### config.mk
export PLATFORM = sky130hd
export DESIGN_NAME = pc_sequencer
export DESIGN_NICKNAME = d
export VERILOG_FILES = /design/src/rtl/pc_sequencer.sv
export SDC_FILE = /design/constraint.sdc
export NUM_CORES = 1
export LEC_CHECK = 0
export ABC_AREA = 1
export CAP_MARGIN = 20
export CELL_PAD_IN_SITES_DETAIL_PLACEMENT = 2
export CELL_PAD_IN_SITES_GLOBAL_PLACEMENT = 2
export CORE_ASPECT_RATIO = 0.6
export CORE_MARGIN = 5
export CORE_UTILIZATION = 20
export CTS_CLUSTER_DIAMETER = 100
export DETAILED_ROUTE_END_ITERATION = 10
export PLACE_DENSITY_LB_ADDON = 0.12
export REMOVE_ABC_BUFFERS = 1
export SYNTH_ARGS = -nofsm -noshare
export SYNTH_HDL_FRONTEND = slang
export SYNTH_SLANG_ARGS = --single-unit
### constraint.sdc
create_clock -name clk -period 1.8 [get_ports clk]
set_input_delay 0.27 -clock clk [delete_from_list [all_inputs] [get_ports clk]]
set_output_delay 0.27 -clock clk [all_outputs]
set_load 0.005 [all_outputs]
### src/rtl/pc_sequencer.sv
// rtl/pc_sequencer.sv - multi-cycle FETCH/DECODE/EXEC/WB sequencer driving the PC register
// Optional feature macro: PC_SEQ_PERF_EN (adds instr_retired / stall_cycles counters)
module pc_sequencer #(
  parameter int              PC_W     = 16,
  parameter logic [PC_W-1:0] RESET_PC = '0
) (
  input  logic            clk,
  input  logic            reset,
  input  logic [PC_W-1:0] current_pc,
  input  logic            mem_ready,
  input  logic            is_jump,
  input  logic            is_branch,
  input  logic            branch_taken,
  input  logic            is_halt,
  input  logic [PC_W-1:0] target,
  output logic            fetch_req,
  output logic            ir_load,
  output logic            reg_write,
  output logic            pc_change,
  output logic [PC_W-1:0] next_pc,
  output logic [2:0]      state,
  output logic            halted
`ifdef PC_SEQ_PERF_EN
  ,
  output logic [31:0]     instr_retired,
  output logic [15:0]     stall_cycles
`endif
);

  localparam logic [2:0] ST_FETCH  = 3'd0;
  localparam logic [2:0] ST_DECODE = 3'd1;
  localparam logic [2:0] ST_EXEC   = 3'd2;
  localparam logic [2:0] ST_WB     = 3'd3;
  localparam logic [2:0] ST_HALT   = 3'd4;

  logic [2:0]      state_q, state_d;
  logic            fetch_req_q, fetch_req_d;
  logic            ir_load_q, ir_load_d;
  logic            reg_write_q, reg_write_d;
  logic            pc_change_q, pc_change_d;
  logic            halted_q, halted_d;
  logic            wb_en_q, wb_en_d;
  logic [PC_W-1:0] next_pc_q, next_pc_d;
  logic [PC_W-1:0] seq_pc;

  assign seq_pc = current_pc + {{(PC_W-1){1'b0}}, 1'b1};

  // Next state plus the registered strobes that belong to that next state
  always_comb begin
    state_d     = state_q;
    fetch_req_d = 1'b0;
    ir_load_d   = 1'b0;
    reg_write_d = 1'b0;
    pc_change_d = 1'b0;
    halted_d    = 1'b0;
    wb_en_d     = wb_en_q;
    next_pc_d   = next_pc_q;
    case (state_q)
      ST_FETCH: begin
        if (mem_ready) begin
          state_d   = ST_DECODE;
          ir_load_d = 1'b1;
        end else begin
          fetch_req_d = 1'b1;
        end
      end
      ST_DECODE: begin
        state_d = ST_EXEC;
      end
      ST_EXEC: begin
        if (is_halt) begin
          // PC is left pointing at the HALT instruction itself
          state_d  = ST_HALT;
          halted_d = 1'b1;
        end else begin
          if (is_jump || (is_branch && branch_taken)) begin
            next_pc_d = target;
          end else begin
            next_pc_d = seq_pc;
          end
          wb_en_d     = !is_jump && !is_branch;
          state_d     = ST_WB;
          pc_change_d = 1'b1;
          reg_write_d = !is_jump && !is_branch;
        end
      end
      ST_WB: begin
        state_d     = ST_FETCH;
        fetch_req_d = 1'b1;
      end
      ST_HALT: begin
        state_d  = ST_HALT;
        halted_d = 1'b1;
      end
      default: begin
        // Illegal encodings recover into FETCH with every strobe low
        state_d = ST_FETCH;
      end
    endcase
  end

  // State and output registers with synchronous reset
  always_ff @(posedge clk) begin
    if (reset) begin
      state_q     <= ST_FETCH;
      fetch_req_q <= 1'b0;
      ir_load_q   <= 1'b0;
      reg_write_q <= 1'b0;
      pc_change_q <= 1'b0;
      halted_q    <= 1'b0;
      wb_en_q     <= 1'b0;
      next_pc_q   <= RESET_PC;
    end else begin
      state_q     <= state_d;
      fetch_req_q <= fetch_req_d;
      ir_load_q   <= ir_load_d;
      reg_write_q <= reg_write_d;
      pc_change_q <= pc_change_d;
      halted_q    <= halted_d;
      wb_en_q     <= wb_en_d;
      next_pc_q   <= next_pc_d;
    end
  end

  assign fetch_req = fetch_req_q;
  assign ir_load   = ir_load_q;
  assign reg_write = reg_write_q;
  assign pc_change = pc_change_q;
  assign next_pc   = next_pc_q;
  assign state     = state_q;
  assign halted    = halted_q;

`ifdef PC_SEQ_PERF_EN
  logic [31:0] instr_retired_q, instr_retired_d;
  logic [15:0] stall_cycles_q, stall_cycles_d;

  // Saturating counts of retired instructions and memory stall cycles
  always_comb begin
    instr_retired_d = instr_retired_q;
    stall_cycles_d  = stall_cycles_q;
    if ((state_q == ST_WB) && (instr_retired_q != '1)) begin
      instr_retired_d = instr_retired_q + 32'd1;
    end
    if ((state_q == ST_FETCH) && !mem_ready && (stall_cycles_q != '1)) begin
      stall_cycles_d = stall_cycles_q + 16'd1;
    end
  end

  // Counter registers cleared by reset
  always_ff @(posedge clk) begin
    if (reset) begin
      instr_retired_q <= '0;
      stall_cycles_q  <= '0;
    end else begin
      instr_retired_q <= instr_retired_d;
      stall_cycles_q  <= stall_cycles_d;
    end
  end

  assign instr_retired = instr_retired_q;
  assign stall_cycles  = stall_cycles_q;
`endif

endmodule

* Word level (Yosys, flattened, before mapping)
Cells that the tools add are included.
** Operators by class
- Eq/ne operators :: 5
- Mux-type cells :: 10
- Bitwise gates (word level) :: 3
- $add $sub $neg :: 1
- Reduce and logical (&&, ||, !) cells :: 10
** Operator list (number)
- adder 16 x 1 -> 16 bit, second input constant :: 1
- two-way mux 16 bit :: 1
- one-hot mux 3 bit (4 select lines) :: 1
- equality test 3 x 2 -> 1 bit, second input constant :: 2
- two-way mux 3 bit :: 2
- two-way mux 1 bit :: 4
- one-hot mux 1 bit (2 select lines) :: 2
- OR reduction 2 bit :: 2
- equality test 3 x 1 -> 1 bit, second input constant :: 1
- equality test 3 bit, second input constant :: 1
- logical NOT 3 bit :: 1
- inverter 1 bit :: 3
- OR reduction 3 bit :: 1
- logical AND 1 bit :: 2
- logical NOT 1 bit :: 2
- != test 2 bit, second input constant :: 1
- AND reduction 2 bit :: 1
- logical OR 1 bit :: 1
** Word-level totals
- Bits in registers :: 24
- Output and inout port bits :: 24
- Bits of input ports :: 39

* Logic depth before layout (Yosys ltp)
- Depth after elaboration :: 3
- Depth in mapped cells :: 10
- Gate-level depth less buffers :: 10

* Worst setup path after synthesis
No wires, ideal clock.
- Path type :: reg2reg
- From :: register state_q[1] (netlist: state[1])
- To :: register next_pc_q[0] (netlist: next_pc[0])
- Clock period less this slack :: 1.371 ns
- Path slack :: 0.429 ns
- Data required time :: 1.680 ns
- Cell stages (with the launch flop) :: 7
- Arrival :: 1.251 ns
- Cells stage by stage :: dfxtp_1 -> inv_1 -> nor4_4 -> inv_4 -> buf_6 -> a21oi_1 -> a21oi_1
** Between the ends
- Longest elaborated chain between the ends :: 2
** Ends and longest elaborated chain
- from (decl) :: RTL line 36 : logic [2:0] state_q, state_d;
- from (signal assigned) :: RTL line 114 : state_q <= state_d;
- equality test 3 x 2 -> 1 bit :: RTL line 58 : case (state_q)
- AND reduction 2 bit (no source line)
- to (signal assigned) :: RTL line 121 : next_pc_q <= next_pc_d;
- to (decl) :: RTL line 43 : logic [PC_W-1:0] next_pc_q, next_pc_d;
Every way passes these cells.
A chain may end at the register's enable or synchronous reset.

* Final worst setup path
- From :: register state_q[0] (netlist: state[0])
- To :: output port state[0]
** RTL lines
- to (decl) :: RTL line 21 : output logic [2:0] state,
No word-level cell between the ends.

==> results_tabular.tex <==
\begin{tabular}{lr}
\hline
Metric & Value \\
\hline
\multicolumn{2}{l}{\textbf{Cells and area}} \\
Post-Route Utilization & 33.4\% \\
Ant diodes & 0 \\
Count of nets after finishing & roughly 320 \\
Non-filler cells in the finished layout & 369 \\
Synthesis-to-finish area growth & 64.4\% \\
Layout cells sized above 1 & roughly 9\% \\
\multicolumn{2}{l}{\textbf{Routing}} \\
Post-DRT Antenna Nets & 0 \\
Detailed router's first-iteration violation count & 40 \\
Via count & 1,605 \\
DRC violations left & 0 \\
Wire length per cell & $\sim$15 um \\
DRT Wirelength & 5.56 mm \\
Wire length on met1 & between 2 and 3 mm \\
Avg Vias per Cell & 4.35 \\
Met2 WL post-DR & 2.39 mm \\
DR pass1 iterations & 4 \\
Total met3 wirelength after detailed routing & roughly 300 um \\
Top layer reached by signal wires & met4 \\
\multicolumn{2}{l}{\textbf{Place}} \\
Placer's final routability congestion estimate & 0.745 \\
Post-detailed-placement half-perimeter wirelength & 4.53 mm \\
I/O Buffers & 62 \\
\# placed instances & roughly 370 \\
DP Worst Slack & -0.0953 ns \\
\multicolumn{2}{l}{\textbf{Die}} \\
Starting utilization of the core area & 20.3\% \\
Area enclosed by the die boundary & 8490 um2 \\
Number of primary I/O pins & 63 \\
X dimension of the die & 116 um \\
Core Region & 6590 um2 \\
Number of core rows & 23 \\
Y dimension of the die & 73.4 um \\
\multicolumn{2}{l}{\textbf{Power}} \\
Worst IR drop on VDD & approximately 0.26 mV \\
Design internal power & 897 uW \\
Sw power & between 300 and 400 uW \\
Static leakage power & 0.000898 uW \\
Pwr dens & 569 nW/um2 \\
Gate power share & 27.5\% \\
Switching Share & 28.4\% \\
Fraction of power consumed by sequential logic & 46.6\% \\
Power share of the clock group & 26.0\% \\
Total power consumption of the routed design & about 1300 uW \\
\multicolumn{2}{l}{\textbf{Timing}} \\
Post-layout min period & 1.62 ns \\
Post-route clock period utilization & approximately nine tenths \\
PnR worst setup slack & 0.176 ns \\
Final worst clock skew & 0.00181 ns \\
\# setup viols final & 0 \\
Final number of max-transition violations & 0 \\
Fmax & 0.616 GHz \\
Headroom to the max-slew limit & 79.1\% \\
Slew at the pin closest to its max-slew limit & 0.314 ns \\
Final hold violations & 0 \\
Setup repair after global routing missed its margin & no \\
\multicolumn{2}{l}{\textbf{Synthesis}} \\
Async set-reset flop share out of synthesis & 0\% \\
Most numerous cell types in the synthesized netlist & sky130\_fd\_sc\_hd\_\_nand2\_1 (53), sky130\_fd\_sc\_hd\_\_nor2\_1 (34), sky130\_fd\_sc\_hd\_\_a21oi\_1 (26) \\
Sequential share of the synthesized area & between 30 and 40\% \\
Number of synthesized register bits & 24 \\
Number of synthesized flops with an enable pin & 0 \\
Flip-flop cell with the highest count after synthesis & sky130\_fd\_sc\_hd\_\_dfxtp\_1 \\
Number of distinct library cells after synthesis & 26 \\
Total standard cell area after synthesis & $\sim$1300 um2 \\
Synthesized area divided by synthesized cell count & 6.51 um2 \\
Instance count of the mapped netlist & 206 \\
Most numerous cell in the Yosys netlist & sky130\_fd\_sc\_hd\_\_nand2\_1 \\
Yosys warning total & 0 \\
Library cell with the largest summed area after synthesis & sky130\_fd\_sc\_hd\_\_dfxtp\_1 \\
Area share of the largest cell type after synthesis & approximately 36\% \\
Top cells by area, synth & sky130\_fd\_sc\_hd\_\_dfxtp\_1 (36\%), sky130\_fd\_sc\_hd\_\_nand2\_1 (15\%), sky130\_fd\_sc\_hd\_\_a21oi\_1 (9.7\%) \\
\multicolumn{2}{l}{\textbf{Min path}} \\
Number of stages on the worst hold path & 2 \\
Startpoint of the lowest-slack hold path & next\_pc[10] \\
Destination of the worst hold path & next\_pc[10] \\
Class of the tightest hold or removal check & register to register \\
\multicolumn{2}{l}{\textbf{Setup path}} \\
Data arrival time of the worst path & 1.35 ns \\
Startpoint of the worst-slack reg-to-reg timing path & state[1] \\
CP peak stage delay & 0.58 ns \\
Worst Setup End Kind & output port \\
Endpoint of the most critical register-to-register path & next\_pc[14] \\
Worst EP required & $\sim$1.5 ns \\
Cell class contributing the biggest share of worst-path delay & buffers and inverters \\
Kind of launch point of the worst setup path & register \\
Flop2flop setup slack & $\sim$0.39 ns \\
Depth of the worst register-to-register path & 6 \\
Biggest fanout along the worst timing path & 6 \\
Class of the most critical setup path & register to output port \\
Buf/Inv on CP & 1 \\
Cell with the largest stage delay on the worst path & sky130\_fd\_sc\_hd\_\_clkdlybuf4s50\_1 \\
Ordered cell list for the critical path & clkdlybuf4s50\_1 \\
\multicolumn{2}{l}{\textbf{Global routing}} \\
Number of antenna violations at the first check in global routing & 0 \\
Number of global-route vias before repair & approximately 1,800 \\
Aggregate global-route resource usage & 13.3\% \\
Grt total ovfl & 0 \\
Global-route wire length before repair & between 8 and 9 mm \\
Largest net degree at the start of global routing & 27 \\
\multicolumn{2}{l}{\textbf{Outcome}} \\
Status & complete, no violations \\
\multicolumn{2}{l}{\textbf{Clock network}} \\
Maximum root-to-sink buffer count & 2 \\
Root buffer cell & sky130\_fd\_sc\_hd\_\_clkbuf\_8 \\
Count of buffers added by post-CTS timing repair for setup & 0 \\
Clock input transition at the sequential cells of the worst setup and hold paths & approximately 0.080 ns \\
CTS tree & done \\
Post-CTS sizing & 0 \\
Latest clock arrival within the worst-skew pair & 0.27 ns \\
Total CTS buffers & 3 \\
Post-CTS Hold Buffers & 0 \\
Clock Sink Count & 24 \\
H-tree levels & 1 \\
\multicolumn{2}{l}{\textbf{Job}} \\
Max-capacitance violation count & 0 \\
\hline
\end{tabular}
cells by family after synthesis:
logic type | count (synthesis) | synth area share, %
AND/OR/NAND/NOR | 112 | 36.8
AO/OA/AOI/OAI | 41 | 16.2
buffers and inverters | 24 | 7.56
flip-flops | 24 | 35.9
XOR/XNOR | 4 | 2.61
adder cells (fa/ha/maj) | 1 | 0.934
placed cells by master (no fill, tap or decap), drive strengths merged, types with 2 or more instances in the layout:
master,count
xor2,2
buf,16
clkdlybuf4s50,62
nand4,3
nor2,35
inv,18
o21ai,11
dfxtp,24
xnor2,2
nand2,53
a21oi,28
nand3,14
nor4,3
clkbuf,3
nand3b,2
flip-flops by register name, indices dropped and copies added (netlist names):
name	count
state	3
next_pc	16
fetch_req	1
halted	1
pc_change	1
ir_load	1
reg_write	1
metrics by stage:
step | area (um2) | TNS [ns] | hold slack [ns]
final | 2200 | 0 | 0.479
after global routing | 2200 | 0 | 0.495
after CTS | 2200 | 0 | 0.483
after detailed placement | 2160 | -0.196 | 0.471
after global placement | 2160 | -0.0627 | 0.455
after floorplan | 1310 | 0 | 0.332
worst max path at each step:
stage,start,end,slack [ns],depth (start not counted)
CTS,state[0],state[0],0.16,1
detailed placement,current_pc[1],next_pc[9],-0.1,10
global placement,current_pc[0],next_pc[9],-0.03,9
global route,current_pc[0],next_pc[9],0.07,10
finish,state[0],state[0],0.18,1
floorplan,branch_taken,next_pc[4],0.15,5
tightest hold or removal path, cell delays in order, from the launching register on:
cell and delay [ns]:
sky130_fd_sc_hd__dfxtp_1 0.32, sky130_fd_sc_hd__nand2_1 0.06, sky130_fd_sc_hd__a21oi_1 0.06
layer usage:
metal | vias up | GRT usage [%]
met4 | 0 | 1.93
li1 | 821 | -
met2 | 36 | 20.5
met3 | 5 | 3.21
met5 | - | 0
met1 | 743 | 19.2
power groups by stage:
stage	registers [uW]	logic [uW]	clock network, uW
after CTS	584	353	343
after floorplan	594	117	0
after global routing	587	382	373
after detailed placement	595	349	0
final	584	344	326
after global placement	595	343	0
layout make-up:
cell class	count	area, um2
fillers	794	4390
repair buffers	78	741
inverters	19	73.8
well taps	87	109
clock buffers	3	41.3
flip-flops and latches	24	480
multi-input cells	158	758
Note: power is estimated with default switching activity, not from simulation.
